--- src/rtl/universal_shift_reg_n.sv ---
// Parametrised universal shift register with clock enable and a counted
// burst mode. A single start request in IDLE runs `count` shifts
// autonomously, reporting progress through busy and a one-cycle done pulse.
module universal_shift_reg_n #(
    parameter int WIDTH = 8,
    parameter int CNT_W = 4
) (
    input  logic             cp,
    input  logic             mr_,
    input  logic             ce,
    input  logic [2:0]       mode,
    input  logic             dsr,
    input  logic             dsl,
    input  logic [WIDTH-1:0] p,
    input  logic             start,
    input  logic [CNT_W-1:0] count,
    output logic [WIDTH-1:0] q,
    output logic             so_r,
    output logic             so_l,
    output logic             busy,
    output logic             done
);

    typedef enum logic [1:0] {
        IDLE = 2'd0,
        RUN  = 2'd1,
        DONE = 2'd2
    } state_t;

    localparam logic [2:0] M_HOLD  = 3'b000;
    localparam logic [2:0] M_SHR   = 3'b001;
    localparam logic [2:0] M_SHL   = 3'b010;
    localparam logic [2:0] M_LOAD  = 3'b011;
    localparam logic [2:0] M_ROR   = 3'b100;
    localparam logic [2:0] M_ROL   = 3'b101;
    localparam logic [2:0] M_SHLS  = 3'b110;
    localparam logic [2:0] M_CLR   = 3'b111;

    state_t           state_q, state_d;
    logic [WIDTH-1:0] q_q, q_d;
    logic [2:0]       op_q, op_d;
    logic [CNT_W-1:0] rem_q, rem_d;

    // Next register value for one operation; "right" moves bits toward the MSB
    // with dsr entering q[0], "left" moves toward the LSB with dsl entering the MSB.
    function automatic logic [WIDTH-1:0] apply_op(
        input logic [2:0]       op,
        input logic [WIDTH-1:0] cur,
        input logic             sr,
        input logic             sl,
        input logic [WIDTH-1:0] ld
    );
        logic [WIDTH-1:0] nxt;
        case (op)
            M_HOLD: nxt = cur;
            M_SHR:  nxt = {cur[WIDTH-2:0], sr};
            M_SHL:  nxt = {sl, cur[WIDTH-1:1]};
            M_LOAD: nxt = ld;
            M_ROR:  nxt = {cur[WIDTH-2:0], cur[WIDTH-1]};
            M_ROL:  nxt = {cur[0], cur[WIDTH-1:1]};
            M_SHLS: nxt = {cur[WIDTH-1], cur[WIDTH-1:1]};
            M_CLR:  nxt = '0;
            default: nxt = cur;
        endcase
        return nxt;
    endfunction

    // Only the shift and rotate operations can be repeated by a burst.
    function automatic logic is_burstable(input logic [2:0] op);
        return (op == M_SHR) || (op == M_SHL) || (op == M_ROR) ||
               (op == M_ROL) || (op == M_SHLS);
    endfunction

    // State register; synchronous active-low reset wins over everything.
    always_ff @(posedge cp) begin
        if (!mr_) begin
            state_q <= IDLE;
            q_q     <= '0;
            op_q    <= M_HOLD;
            rem_q   <= '0;
        end else begin
            state_q <= state_d;
            q_q     <= q_d;
            op_q    <= op_d;
            rem_q   <= rem_d;
        end
    end

    // Next-state logic: immediate operations in IDLE, latched op while RUN.
    always_comb begin
        state_d = state_q;
        q_d     = q_q;
        op_d    = op_q;
        rem_d   = rem_q;
        case (state_q)
            IDLE: begin
                if (ce) begin
                    if (start && is_burstable(mode)) begin
                        // q is untouched on the accepting edge; shifting starts in RUN.
                        if (count != '0) begin
                            op_d    = mode;
                            rem_d   = count;
                            state_d = RUN;
                        end else begin
                            state_d = DONE;
                        end
                    end else begin
                        q_d = apply_op(mode, q_q, dsr, dsl, p);
                    end
                end
            end
            RUN: begin
                if (ce) begin
                    q_d   = apply_op(op_q, q_q, dsr, dsl, p);
                    rem_d = rem_q - CNT_W'(1);
                    if (rem_q == CNT_W'(1)) begin
                        state_d = DONE;
                    end
                end
            end
            DONE: begin
                // Leaves after one cycle regardless of ce so done is a clean pulse.
                state_d = IDLE;
            end
            default: begin
                state_d = IDLE;
            end
        endcase
    end

    assign q    = q_q;
    assign so_r = q_q[WIDTH-1];
    assign so_l = q_q[0];
    assign busy = (state_q == RUN);
    assign done = (state_q == DONE);

endmodule
--- config.mk ---
export PLATFORM = sky130hd
export DESIGN_NAME = universal_shift_reg_n
export DESIGN_NICKNAME = d
export VERILOG_FILES = /design/src/rtl/universal_shift_reg_n.sv
export SDC_FILE = /design/constraint.sdc
export NUM_CORES = 1
export LEC_CHECK = 0
export ABC_AREA = 1
export CORE_ASPECT_RATIO = 1.1
export CORE_MARGIN = 10
export CORE_UTILIZATION = 54
export CTS_CLUSTER_DIAMETER = 100
export DETAILED_ROUTE_END_ITERATION = 6
export PLACE_DENSITY = 0.82
export SLEW_MARGIN = 20
export SYNTH_ARGS = -nofsm -noshare
export SYNTH_HDL_FRONTEND = slang
export SYNTH_SLANG_ARGS = --single-unit
--- constraint.sdc ---
create_clock -name cp -period 2.3 [get_ports cp]
set_clock_uncertainty 0.05 [all_clocks]
set_input_delay 0.575 -clock cp [delete_from_list [all_inputs] [get_ports cp]]
set_output_delay 0.575 -clock cp [all_outputs]
set_load 0.02 [all_outputs]
==> results of run 1 <==
-- through the flow --
step	total power, W	setup WS, ns	utilization (%)	hold slack (ns)	instance area (um^2)
2_1_floorplan	0.000598	0.823	-	0.412	1460
3_3_place_gp	0.000716	0.165	70.9	0.444	1800
3_5_place_dp	0.000718	0.167	70.9	0.446	1800
4_1_cts	0.000889	0.160	71.9	0.470	1830
5_1_grt	0.000952	0.109	71.9	0.503	1830
6_report	0.000888	0.152	71.9	0.467	1830
-- area by class of cell --
type,instances,area share (%)
well taps,31,2.12
inverters,33,6.91
repair buffers,37,19.6
flip-flops and latches,17,18.6
clock buffers,4,1.44
multi-input cells,185,51.4
-- worst max-delay path by stage --
stage / slack [ns] / depth (start not counted) / end
after floorplan: 0.82 / 6 / rem_q[3]$_SDFFE_PN0P_
after global placement: 0.17 / 8 / q[0]$_SDFFE_PN0P_
after detailed placement: 0.17 / 8 / q[0]$_SDFFE_PN0P_
after CTS: 0.16 / 3 / done
after global routing: 0.11 / 3 / busy
final: 0.15 / 3 / done
-- state kept, by name (all words and copies together), names as in the netlist --
name     cells
op_q         3
state_q      2
q            8
rem_q        4
-- worst max-delay path: cells and delay by family (launching register included) --
kind / cells / cell delay, ns
flip-flops: 1 / 0.36
AND/OR/NAND/NOR: 1 / 0.14
buffers and inverters: 2 / 0.72
-- synth_stat cells --
cell / instances / share of area, %
nand2_1: 69 / 18
nand3_1: 31 / 11
inv_1: 23 / 5.9
nand4_1: 18 / 7.7
nor2_1: 18 / 4.6
dfxtp_1: 17 / 23
a21oi_1: 11 / 3.8
inv_2: 8 / 2.1
o21ai_0: 7 / 2.4
o21ai_1: 5 / 1.7
buf_4: 4 / 2.1
buf_2: 3 / 1.0
nand2_2: 3 / 1.3
nor2_2: 3 / 1.3
nor2_4: 3 / 2.3
nor3_1: 3 / 1.0
a21oi_2: 2 / 1.2
ha_1: 2 / 1.7
nand2_4: 2 / 1.5
a22oi_1: 1 / 0.51
a31oi_1: 1 / 0.43
buf_6: 1 / 0.77
clkinv_1: 1 / 0.26
inv_4: 1 / 0.43
nor3_4: 1 / 1.1
o211ai_1: 1 / 0.51
o21ai_2: 1 / 0.60
o21ai_4: 1 / 1.1
o21bai_1: 1 / 0.51
xor2_1: 1 / 0.60
-- routing by layer --
| layer | wire (um) | up-vias | part of all wire, % |
|---|---|---|---|
| met2 | 1910 | 78 | 46 |
| met4 | 76 | 0 | 1.8 |
| met1 | 1790 | 727 | 43 |
| met3 | 415 | 8 | 9.9 |
| met5 | 0 | - | 0 |
| li1 | - | 868 | - |
-- power by group through the flow --
stage / registers [W] / clock network [W] / logic (W)
2_1_floorplan: 0.000364 / 0 / 0.000234
3_3_place_gp: 0.000361 / 0 / 0.000355
3_5_place_dp: 0.000361 / 0 / 0.000357
4_1_cts: 0.000354 / 0.000176 / 0.000359
5_1_grt: 0.000360 / 0.000187 / 0.000404
6_report: 0.000354 / 0.000173 / 0.000361
-- placed cells by master (no fill, tap or decap) --
cell,n
nand2_1,69
clkdlybuf4s50_1,32
nand3_1,31
inv_1,23
nor2_1,18
nand4_1,18
dfxtp_1,17
a21oi_1,11
inv_2,8
o21ai_0,7
o21ai_1,5
buf_4,5
nand2_2,3
nor2_2,3
nor2_4,3
nor3_1,3
clkbuf_4,3
a21oi_2,2
nand2_4,2
ha_1,2
a22oi_1,1
o21ai_2,1
nor3_4,1
o21ai_4,1
inv_4,1
clkinv_1,1
o21bai_1,1
xor2_1,1
a31oi_1,1
o211ai_1,1
clkbuf_1,1
-- kinds of logic after synthesis --
kind of cell	after synthesis	synth area share (%)
AO/OA/AOI/OAI	31	12.7
XOR/XNOR	1	0.599
adder cells (fa/ha/maj)	2	1.71
buffers and inverters	41	12.5
flip-flops	17	23.3
AND/OR/NAND/NOR	151	49.2
==> results.json, run 1 <==
{
  "hold_viol": 0,
  "run_status": "completed",
  "drive_gt1_share_pct": 12.0,
  "cpPeakStageDelay_ns": 0.66,
  "ir_drop_mv": 0.328,
  "start_kind": "flip-flop",
  "min_from": "rem_q[2]$_SDFFE_PN0P_",
  "detail_route.vias_per_cell": 5.48,
  "num-nets-final": 300,
  "insertion_delay_ns": 0.30,
  "grt_max_degree": 17,
  "cts_tree": "done",
  "die-area_mm2": 0.00519,
  "avgSynthCellArea_um2": 6.02,
  "cts.reportedPaths.clkPinSlew_ns": 0.11,
  "groute.layer.met2.usage_pct": 27.3,
  "cts_buffers": 3,
  "pwr-share-seq_pct": 39.9,
  "htreeDepth": 1,
  "fillers": 245,
  "cap_violations": 0,
  "initial_core_util_pct": 57.5,
  "hold_path.class": "reg -> reg",
  "r2r-end": "q[1]$_SDFFE_PN0P_",
  "cp_max_fo": 5,
  "ant_nets": 0,
  "worstSetupStartpoint": "state_q[1]$_SDFFE_PN0P_",
  "fmaxAchievable_mhz": 466,
  "p_leak_nw": 0.771,
  "hold_end": "rem_q[2]$_SDFFE_PN0P_",
  "combPwrFrac_pct": 40.6,
  "ys_ff_latch": 17,
  "r2r_start": "state_q[0]$_SDFFE_PN0P_",
  "dp_hpwl_um": 3210,
  "register_area_um2": 340,
  "path_class": "reg -> out",
  "first_iter_violations": 182,
  "seq_area_frac_synth_pct": 23.3,
  "p_per_area_mw_per_mm2": 485,
  "cts.sinks": 17,
  "firstDrtPassIters": 4,
  "yosysUniqueCellTypes": 30,
  "first_global_vias": 1584,
  "holdPathStages": 2,
  "relSlewSlack_pct": 77.2,
  "die_y_um": 74.6,
  "pwr-share-clk_pct": 19.5,
  "die_width_um": 69.6,
  "antenna_found_initial": 0,
  "tightest_slew_ns": 0.340,
  "setup_viol": 0,
  "grt_usage_pct": 16.6,
  "gr-total-overflow": 0,
  "layout.cells.non_filler": 307,
  "grt_pass1_wl_um": 7330,
  "fp.coreArea_mm2": 0.00254,
  "grt.busiest_layer": "met2",
  "drc": 0,
  "met1_usage_pct": 21.2,
  "cts_hold_buf": 0,
  "ioPinCount": 33,
  "tns_ns": 0,
  "r2r_cells": 8,
  "num_rows": 19,
  "worstSetupEndpointType": "output port",
  "wl_per_cell_um": 13.7,
  "power_switching_share_pct": 39.9,
  "worstPathArrival_ns": 1.52,
  "fin_crit_ns": 2.15,
  "path_cells": "inv_2 -> nor2_1 -> clkdlybuf4s50_1",
  "slew_violations": 0,
  "p_sw_w": 0.000354,
  "ctsResizeCount": 0,
  "yosysWarnings": 0,
  "r2r_slack_ns": 0.78,
  "clockRootBuffer": "clkbuf_4",
  "cts_setup_buffers": 0,
  "place_inst": 303,
  "p_int_w": 0.000534,
  "grt_util_met3_pct": 3.06,
  "port_buffers": 32,
  "wl_um": 4190,
  "netlist_instances": 243,
  "multi_input_area_um2": 940,
  "syn_to_final_growth_pct": 25.1,
  "cpMaxStageDelayCell": "clkdlybuf4s50_1",
  "finalCritPeriodShare_pct": 93.4,
  "rsz0062_at_grt": "no",
  "clockBufferDepth": 2,
  "gp_congestion": 1.00,
  "cp.required_ns": 1.67,
  "synth_nets": 266,
  "syn_area_mm2": 0.00146,
  "vias": 1681,
  "diodes": 0
}
Note: power is estimated with default switching activity, not from simulation.
==> inputs of run 2 (changes only) <==
Settings changed: MAX_ROUTING_LAYER from default to met4, SLEW_MARGIN 20 to default.
==> run 2 against run 1 <==
Compared with the run above: clock-buffer cell count is the same; hold slack about the same; power barely moved; clock power about the same; sequential power about the same; register-to-register slack barely moved.
==> results.json, run 2 (synthesis gave the netlist of run 1 again) <==
{
  "run_status": "completed",
  "diodes": 0,
  "cts.sinks": 17,
  "cts.reportedPaths.clkPinSlew_ns": 0.11,
  "relSlewSlack_pct": 77.3,
  "start_kind": "flip-flop",
  "gp_congestion": 1.02,
  "detail_route.vias_per_cell": 5.52,
  "first_global_vias": 1584,
  "ctsResizeCount": 0,
  "hold_viol": 0,
  "insertion_delay_ns": 0.29,
  "mostFrequentLayoutCells": "nand2_1 (69), clkdlybuf4s50_1 (32), nand3_1 (31)",
  "path_class": "reg -> out",
  "cts_hold_buf": 0,
  "ir_drop_mv": 0.328,
  "cp.required_ns": 1.67,
  "antenna_found_initial": 0,
  "groute.layer.met2.usage_pct": 27.3,
  "met1_usage_pct": 21.3,
  "grt_pass1_wl_um": 7320,
  "drc": 0,
  "grt.busiest_layer": "met2",
  "setup_viol": 0,
  "largest_reg_flops": 8,
  "rsz0062_at_grt": "no",
  "clockBufferDepth": 2,
  "drive_gt1_share_pct": 12.0,
  "p_per_area_mw_per_mm2": 485,
  "port_buffers": 32,
  "finalPower_w": 0.000888,
  "fp.coreArea_mm2": 0.00254,
  "tightest_slew_ns": 0.338,
  "worstSetupEndpointType": "output port",
  "syn_to_final_growth_pct": 25.1,
  "cts_setup_buffers": 0,
  "wl_um": 4190,
  "num-nets-final": 300,
  "dp_hpwl_um": 3210,
  "fmaxAchievable_mhz": 465,
  "cap_violations": 0,
  "grt_max_degree": 17,
  "clockRootBuffer": "clkbuf_4",
  "die-area_mm2": 0.00519,
  "cp_max_fo": 5,
  "ioPinCount": 33,
  "finalCritPeriodShare_pct": 93.5,
  "final_common_cell": "nand2_1",
  "wl_per_cell_um": 13.6,
  "tns_ns": 0,
  "fin_crit_ns": 2.15,
  "grt_util_met3_pct": 2.93,
  "hold_path.class": "reg -> reg",
  "initial_core_util_pct": 57.5,
  "htreeDepth": 1,
  "cts_buffers": 3,
  "num_rows": 19,
  "vias": 1695,
  "die_y_um": 74.6,
  "grt_usage_pct": 17.2,
  "slew_violations": 0,
  "p_leak_nw": 0.771,
  "firstDrtPassIters": 4,
  "ant_nets": 0,
  "gr-total-overflow": 0,
  "cts_tree": "done",
  "worstPathArrival_ns": 1.52,
  "first_iter_violations": 190,
  "die_width_um": 69.6
}
## run 2: routing by layer
metal  part of all wire (%)  vias to the layer above
met4                    1.8                        0
met5                      0                        -
met2                     45                       85
met3                     10                        8
met1                     43                      734
li1                       -                      868
## run 2: where the power goes
group	leakage (nW)	internal [W]	switching, W
clock network	0.0150	0.0000675	0.000105
registers	0.139	0.000319	0.0000350
logic	0.618	0.000147	0.000214
total	0.771	0.000534	0.000354
## run 2: path summary, 6_finish.rpt
kind                                              start                    end  slack [ns]  cells after the start
worst max-delay path            state_q[1]$_SDFFE_PN0P_                   done        0.15                      3
worst min-delay path              rem_q[2]$_SDFFE_PN0P_  rem_q[2]$_SDFFE_PN0P_        0.47                      2
worst max register to register  state_q[0]$_SDFFE_PN0P_      q[1]$_SDFFE_PN0P_        0.78                      8
worst min register to register    rem_q[2]$_SDFFE_PN0P_  rem_q[2]$_SDFFE_PN0P_        0.47                      2
## run 2: area by class of cell
cell class | count | area [um^2]
fill | 245 | 714
sequential | 17 | 340
timing repair buffer | 37 | 358
inverter | 33 | 126
tap | 31 | 38.8
multi-input combinational | 185 | 940
clock buffer | 4 | 26.3
## run 2: worst max-delay path: stages, from the launching register on
cell             delay, ns
dfxtp_1               0.36
inv_2                 0.06
nor2_1                0.14
clkdlybuf4s50_1       0.66
## run 2: metrics by stage
step	hold slack [ns]	worst slack (ns)	std cells	area (um^2)	util, %
after floorplan	0.412	0.823	243	1460	-
after global placement	0.444	0.165	303	1800	70.9
after detailed placement	0.446	0.167	303	1800	70.9
after CTS	0.470	0.160	307	1830	71.9
after global routing	0.503	0.109	307	1830	71.9
final	0.466	0.150	307	1830	71.9
==> inputs of run 3 (changes only) <==
Settings changed: CORE_ASPECT_RATIO 1.1 to 1.25, PLACE_DENSITY 0.82 to 0.85.
==> run 3 against run 2 <==
Compared with the run above: power up 0.32%; maximum frequency up 0.52%; non-clock buffer count up 1; cell count up 1.3%; sequential share of layout area down 0.13 points; register-to-register slack better by 0.02 ns; die area up 0.20%; critical endpoint is now busy; sequential power about the same; hold slack worse by 0.010 ns; global-route usage down 0.073 points; clock power about the same.
==> results.json, run 3 (synthesis gave the netlist of run 1 again) <==
{
  "start_kind": "flip-flop",
  "setup_viol": 0,
  "ir_drop_mv": 0.400,
  "ctsResizeCount": 0,
  "tns_ns": 0,
  "r2r_cells": 8,
  "r2r_slack_ns": 0.80,
  "fin_ws_ns": 0.161,
  "cts_setup_buffers": 0,
  "grt_max_degree": 17,
  "cpMaxStageDelayCell": "clkdlybuf4s50_1",
  "r2r-end": "q[4]$_SDFFE_PN0P_",
  "initial_core_util_pct": 55.7,
  "cts_tree": "done",
  "relSlewSlack_pct": 74.0,
  "worstSetupEndpointType": "output port",
  "port_buffers": 32,
  "fmaxAchievable_mhz": 468,
  "cp_max_fo": 6,
  "ant_nets": 0,
  "tightest_slew_ns": 0.389,
  "utilization_pct": 70.1,
  "cp.required_ns": 1.67,
  "diodes": 0,
  "cap_violations": 0,
  "wl_um": 4270,
  "gp_congestion": 0.985,
  "dp_hpwl_um": 3200,
  "ioPinCount": 33,
  "drive_gt1_share_pct": 12.6,
  "slew_violations": 0,
  "fillers": 248,
  "finalPower_w": 0.000891,
  "grt_usage_pct": 17.1,
  "register_area_um2": 340,
  "hold_path.class": "reg -> reg",
  "die_y_um": 78.2,
  "syn_to_final_growth_pct": 25.9,
  "hold_viol": 0,
  "first_iter_violations": 167,
  "wl_per_cell_um": 13.7,
  "holdPathStages": 2,
  "clockRootBuffer": "clkbuf_4",
  "first_global_vias": 1681,
  "fin_crit_ns": 2.14,
  "die_width_um": 66.6,
  "vias": 1707,
  "firstDrtPassIters": 4,
  "run_status": "completed",
  "die-area_mm2": 0.00520,
  "insertion_delay_ns": 0.31,
  "cts_buffers": 3,
  "placed_area_mm2": 0.00181,
  "finalCritPeriodShare_pct": 93.0,
  "final_common_cell": "nand2_1",
  "pre_cts_ws_ns": 0.191,
  "r2r_start": "state_q[0]$_SDFFE_PN0P_",
  "mostFrequentLayoutCells": "nand2_1 (69), clkdlybuf4s50_1 (32), nand3_1 (31)",
  "largest_reg_flops": 8,
  "grt_pass1_wl_um": 7200,
  "antenna_found_initial": 0,
  "p_per_area_mw_per_mm2": 484,
  "fp.coreArea_mm2": 0.00263,
  "cts.sinks": 17,
  "cts.reportedPaths.clkPinSlew_ns": 0.11,
  "p_leak_nw": 0.779,
  "cpPeakStageDelay_ns": 0.60,
  "path_class": "reg -> out",
  "detail_route.vias_per_cell": 5.49,
  "path_cells": "nand2_2 -> inv_2 -> clkdlybuf4s50_1",
  "num_rows": 21,
  "clockBufferDepth": 2,
  "rsz0062_at_grt": "no",
  "worstPathArrival_ns": 1.51,
  "htreeDepth": 1,
  "fin_area_mm2": 0.00184,
  "gr-total-overflow": 0,
  "hold_end": "rem_q[2]$_SDFFE_PN0P_",
  "min_from": "rem_q[2]$_SDFFE_PN0P_",
  "multi_input_area_um2": 940,
  "num-nets-final": 301,
  "drc": 0,
  "cts_hold_buf": 0
}
-- run 3: cell count changes in the layout (fill, tap and decap cells not counted), sizes merged --
cell / before / now
clkinv: 1 / 2
buf: 5 / 6
clkbuf: 4 / 3
-- run 3: worst max path at each step --
stage / from / endpoint / slack (ns) / cells past startpoint
after floorplan: count[0] / rem_q[3]$_SDFFE_PN0P_ / 0.82 / 6
after global placement: mode[2] / q[0]$_SDFFE_PN0P_ / 0.15 / 8
after detailed placement: mode[2] / q[0]$_SDFFE_PN0P_ / 0.19 / 8
after CTS: state_q[0]$_SDFFE_PN0P_ / busy / 0.14 / 3
after global routing: state_q[0]$_SDFFE_PN0P_ / busy / 0.11 / 3
final: state_q[0]$_SDFFE_PN0P_ / busy / 0.16 / 3
-- run 3: where the power goes --
group	leakage (nW)	switching [W]	total, W	internal, W
clock	0.0177	0.000106	0.000171	0.0000650
sequential	0.139	0.0000352	0.000354	0.000319
combinational	0.622	0.000217	0.000365	0.000148
total	0.779	0.000359	0.000891	0.000532
-- run 3: cell type report --
| class | instances | area share, % |
|---|---|---|
| clock buffer | 3 | 1.22 |
| timing repair buffer | 38 | 19.8 |
| clock inverter | 1 | 0.272 |
| tap | 34 | 2.31 |
| inverter | 33 | 6.86 |
| multi-input combinational | 185 | 51.0 |
| sequential | 17 | 18.5 |
-- run 3: per-stage QoR --
step,cells,hold slack (ns)
2_1_floorplan,243,0.412
3_3_place_gp,307,0.435
3_5_place_dp,307,0.436
4_1_cts,311,0.453
5_1_grt,311,0.487
6_report,311,0.456
-- run 3: routing by layer --
metal / part of all wire (%) / vias up / GRT usage, %
met1: 42 / 746 / 20.1
li1: - / 872 / -
met4: 2.0 / 0 / 6.93
met2: 48 / 82 / 28.1
met3: 7.6 / 7 / 2.13
met5: 0 / - / -
-- run 3: worst max-delay path: cells and delay by family, from the launching register on --
kind                   cells  cell delay (ns)
buffers and inverters      2             0.67
AND/OR/NAND/NOR            1             0.10
flip-flops                 1             0.44
==> variant: new RTL, settings of run 3 <==
Put a register stage on the outputs `so_r`, `so_l`, `busy` and `done`, without a reset. The values now appear one clock later. The other outputs are not delayed to match. Comments in the files are not updated.
--- a/src/rtl/universal_shift_reg_n.sv
+++ b/src/rtl/universal_shift_reg_n.sv
@@ -130,8 +130,10 @@
 
     assign q    = q_q;
-    assign so_r = q_q[WIDTH-1];
-    assign so_l = q_q[0];
-    assign busy = (state_q == RUN);
-    assign done = (state_q == DONE);
+    always_ff @(posedge cp) begin
+        so_r <= q_q[WIDTH-1];
+        so_l <= q_q[0];
+        busy <= (state_q == RUN);
+        done <= (state_q == DONE);
+    end
 
 endmodule
Function: changed (a bounded check fails within 4 cycles, from zero or initial values).
==> variant against run 3 <==
  * Cell area is 4.6% higher
  * Sequential cell count up 4
  * Largest cell class unchanged
  * Final cell count grew 5.5%
  * Area after synthesis is 4.8% higher
  * Total power increased by 9.4%
  * Critical path type unchanged
  * Setup slack better by 91 ps
  * Maximum frequency grew 4.4%
  * Wire length is 5.4% higher
==> variant: results (changes against run 3) <==
| Metric | Value |
|---|---|
| Status | finished, final reports clean (unchanged) |
| Crit path largest cell delay | 650 ps (was 600 ps) |
| Fillers | 259 (was 248) |
| Nets | 318 (was 301) |
| Clock Tree Buf Depth | 2 (unchanged) |
| Syn Inst Count | 260 (was 243) |
| Initial DRC count | 145 (was 167) |
| First drt pass iteration count | 5 (was 4) |
| Switching power | 364 µW (was 359 µW) |
| Synth top cells by count | nand2_1 (81), nand3_1 (29), nor2_1 (28), inv_1 (25), dfxtp_1 (21) (was nand2_1 (69), nand3_1 (31), inv_1 (23), nand4_1 (18), nor2_1 (18)) |
| WL/cell | 13.7 µm (about the same) |
| CP max FO | 6 (unchanged) |
| PortBufs | 32 (unchanged) |
| Initial antenna violation count | 0 (unchanged) |
| All-Layer GR Usage | 0.183 (was 0.171) |
| Async SR Flop Fraction | 0 (unchanged) |
| Top delay family on crit path | buffers and inverters (unchanged) |
| Worst Hold Class | reg -> reg (unchanged) |
| Clock Latency Late Sink | 320 ps |
| Max reg flops | 8 (unchanged) |
| Slew HR | 0.604 (was 0.740) |
| Post_cts resized | 0 (unchanged) |
| Largest net degree at the start of global routing | 18 (was 17) |
| Max Cap Viol | 0 (unchanged) |
| CTS root buffer | clkbuf_4 (unchanged) |
| Final wirelength | 4500 µm (was 4270 µm) |
| Clock Pin Slew Worst Setup and Hold Paths | 120 ps |
| Syn nets | 283 (was 266) |
| Vias per cell | 5.48 (was 5.49) |
| Distinct cells, synth | 21 (was 30) |
| Peak VDD IR | 0.000371 V (was 0.000400 V) |
| Routability cong. | 0.894 (was 0.985) |
| Seq/Total Area, Yosys | 0.274 (was 0.233) |
| Leakage | 0.859 nW (was 0.779 nW) |
| H-tree depth | 1 (unchanged) |
| Worst EP arrival | 1420 ps (was 1510 ps) |
| Post-CTS Setup Bufs | 0 (unchanged) |
| CP max-delay cell | clkdlybuf4s50_1 (unchanged) |
| Largest cells by area after synthesis | dfxtp_1 (27%), nand2_1 (20%), nand3_1 (9.5%) (was dfxtp_1 (23%), nand2_1 (18%), nand3_1 (11%)) |
| Synth warn | 0 (unchanged) |
| Vias in the first global route | 1,788 (was 1,681) |
| First-pass GRT wire length | 7820 µm (was 7200 µm) |
| Layout cell share with drive strength beyond 1 | 0.0952 (was 0.126) |
| Number of synthesized flops with an enable pin | 0 (unchanged) |
| DP HPWL | 3310 µm (was 3200 µm) |
| Top_reg_cell synth | dfxtp_1 (unchanged) |
| # diodes | 0 (unchanged) |
-- variant: changes by cell type in the layout (fill, tap and decap cells not counted), moves of 4 or more --
cell / run 3 / this run
a21oi_1: 11 / 16
nor2_1: 18 / 28
inv_2: 8 / 4
nand2_1: 69 / 81
o21ai_1: 5 / 0
dfxtp_1: 17 / 21
-- variant: cell type report --
type                       count  area (µm²)  share of cell area
clock buffer                   4        26.3              0.0136
inverter                      32         120              0.0624
multi-input combinational    200         958               0.498
sequential                    21         420               0.218
tap                           34        42.5              0.0221
timing repair buffer          37         358               0.186
-- variant: path summary, 6_finish.rpt --
path	endpoint	slack [ps]	start	cells after the start
setup / recovery	q[1]	250	q[1]	1
hold / removal	so_l	390	q[0]	0
setup reg to reg	q[0]	560	op_q[0]	9
hold reg to reg	so_l	390	q[0]	0
-- variant: per-layer routing --
layer  track usage  vias to the layer above  part of all wire
met3        0.0309                        7             0.082
met1         0.200                      804              0.40
li1              -                      911                 -
met5             -                        -                 0
met2         0.312                       76              0.50
met4        0.0823                        0             0.014
-- variant: per-stage QoR --
step	util	instance area [µm²]	worst slack, ps	hold WS, ps	total power, mW
6_report	0.712	1930	252	391	0.974
5_1_grt	0.712	1930	170	407	1.04
3_5_place_dp	0.702	1900	130	373	0.790
3_3_place_gp	0.702	1900	150	378	0.786
2_1_floorplan	-	1530	755	405	0.657
4_1_cts	0.712	1930	258	391	0.974
-- variant: cells by family after synthesis --
family | synth area share
compound gates | 0.0833
xor+xnor | 0.00572
fa+ha+maj | 0.0163
buf+inv | 0.100
flops | 0.274
simple gates | 0.520
-- variant: power groups by stage --
stage | registers [mW] | clock network, mW | logic (mW)
3_3_place_gp | 0.436 | 0 | 0.349
4_1_cts | 0.428 | 0.190 | 0.356
2_1_floorplan | 0.449 | 0 | 0.209
6_report | 0.429 | 0.189 | 0.356
5_1_grt | 0.433 | 0.203 | 0.401
3_5_place_dp | 0.436 | 0 | 0.354
-- variant: worst register-to-register path, cell delays in order, from the launching register on --
cell and delay, ps:
dfxtp_1 720, inv_1 120, nand2_1 130, nand2_1 210
nand2_1 120, nand3_1 70, nand2_1 60, nand3_1 80
nand2_1 60, inv_1 30
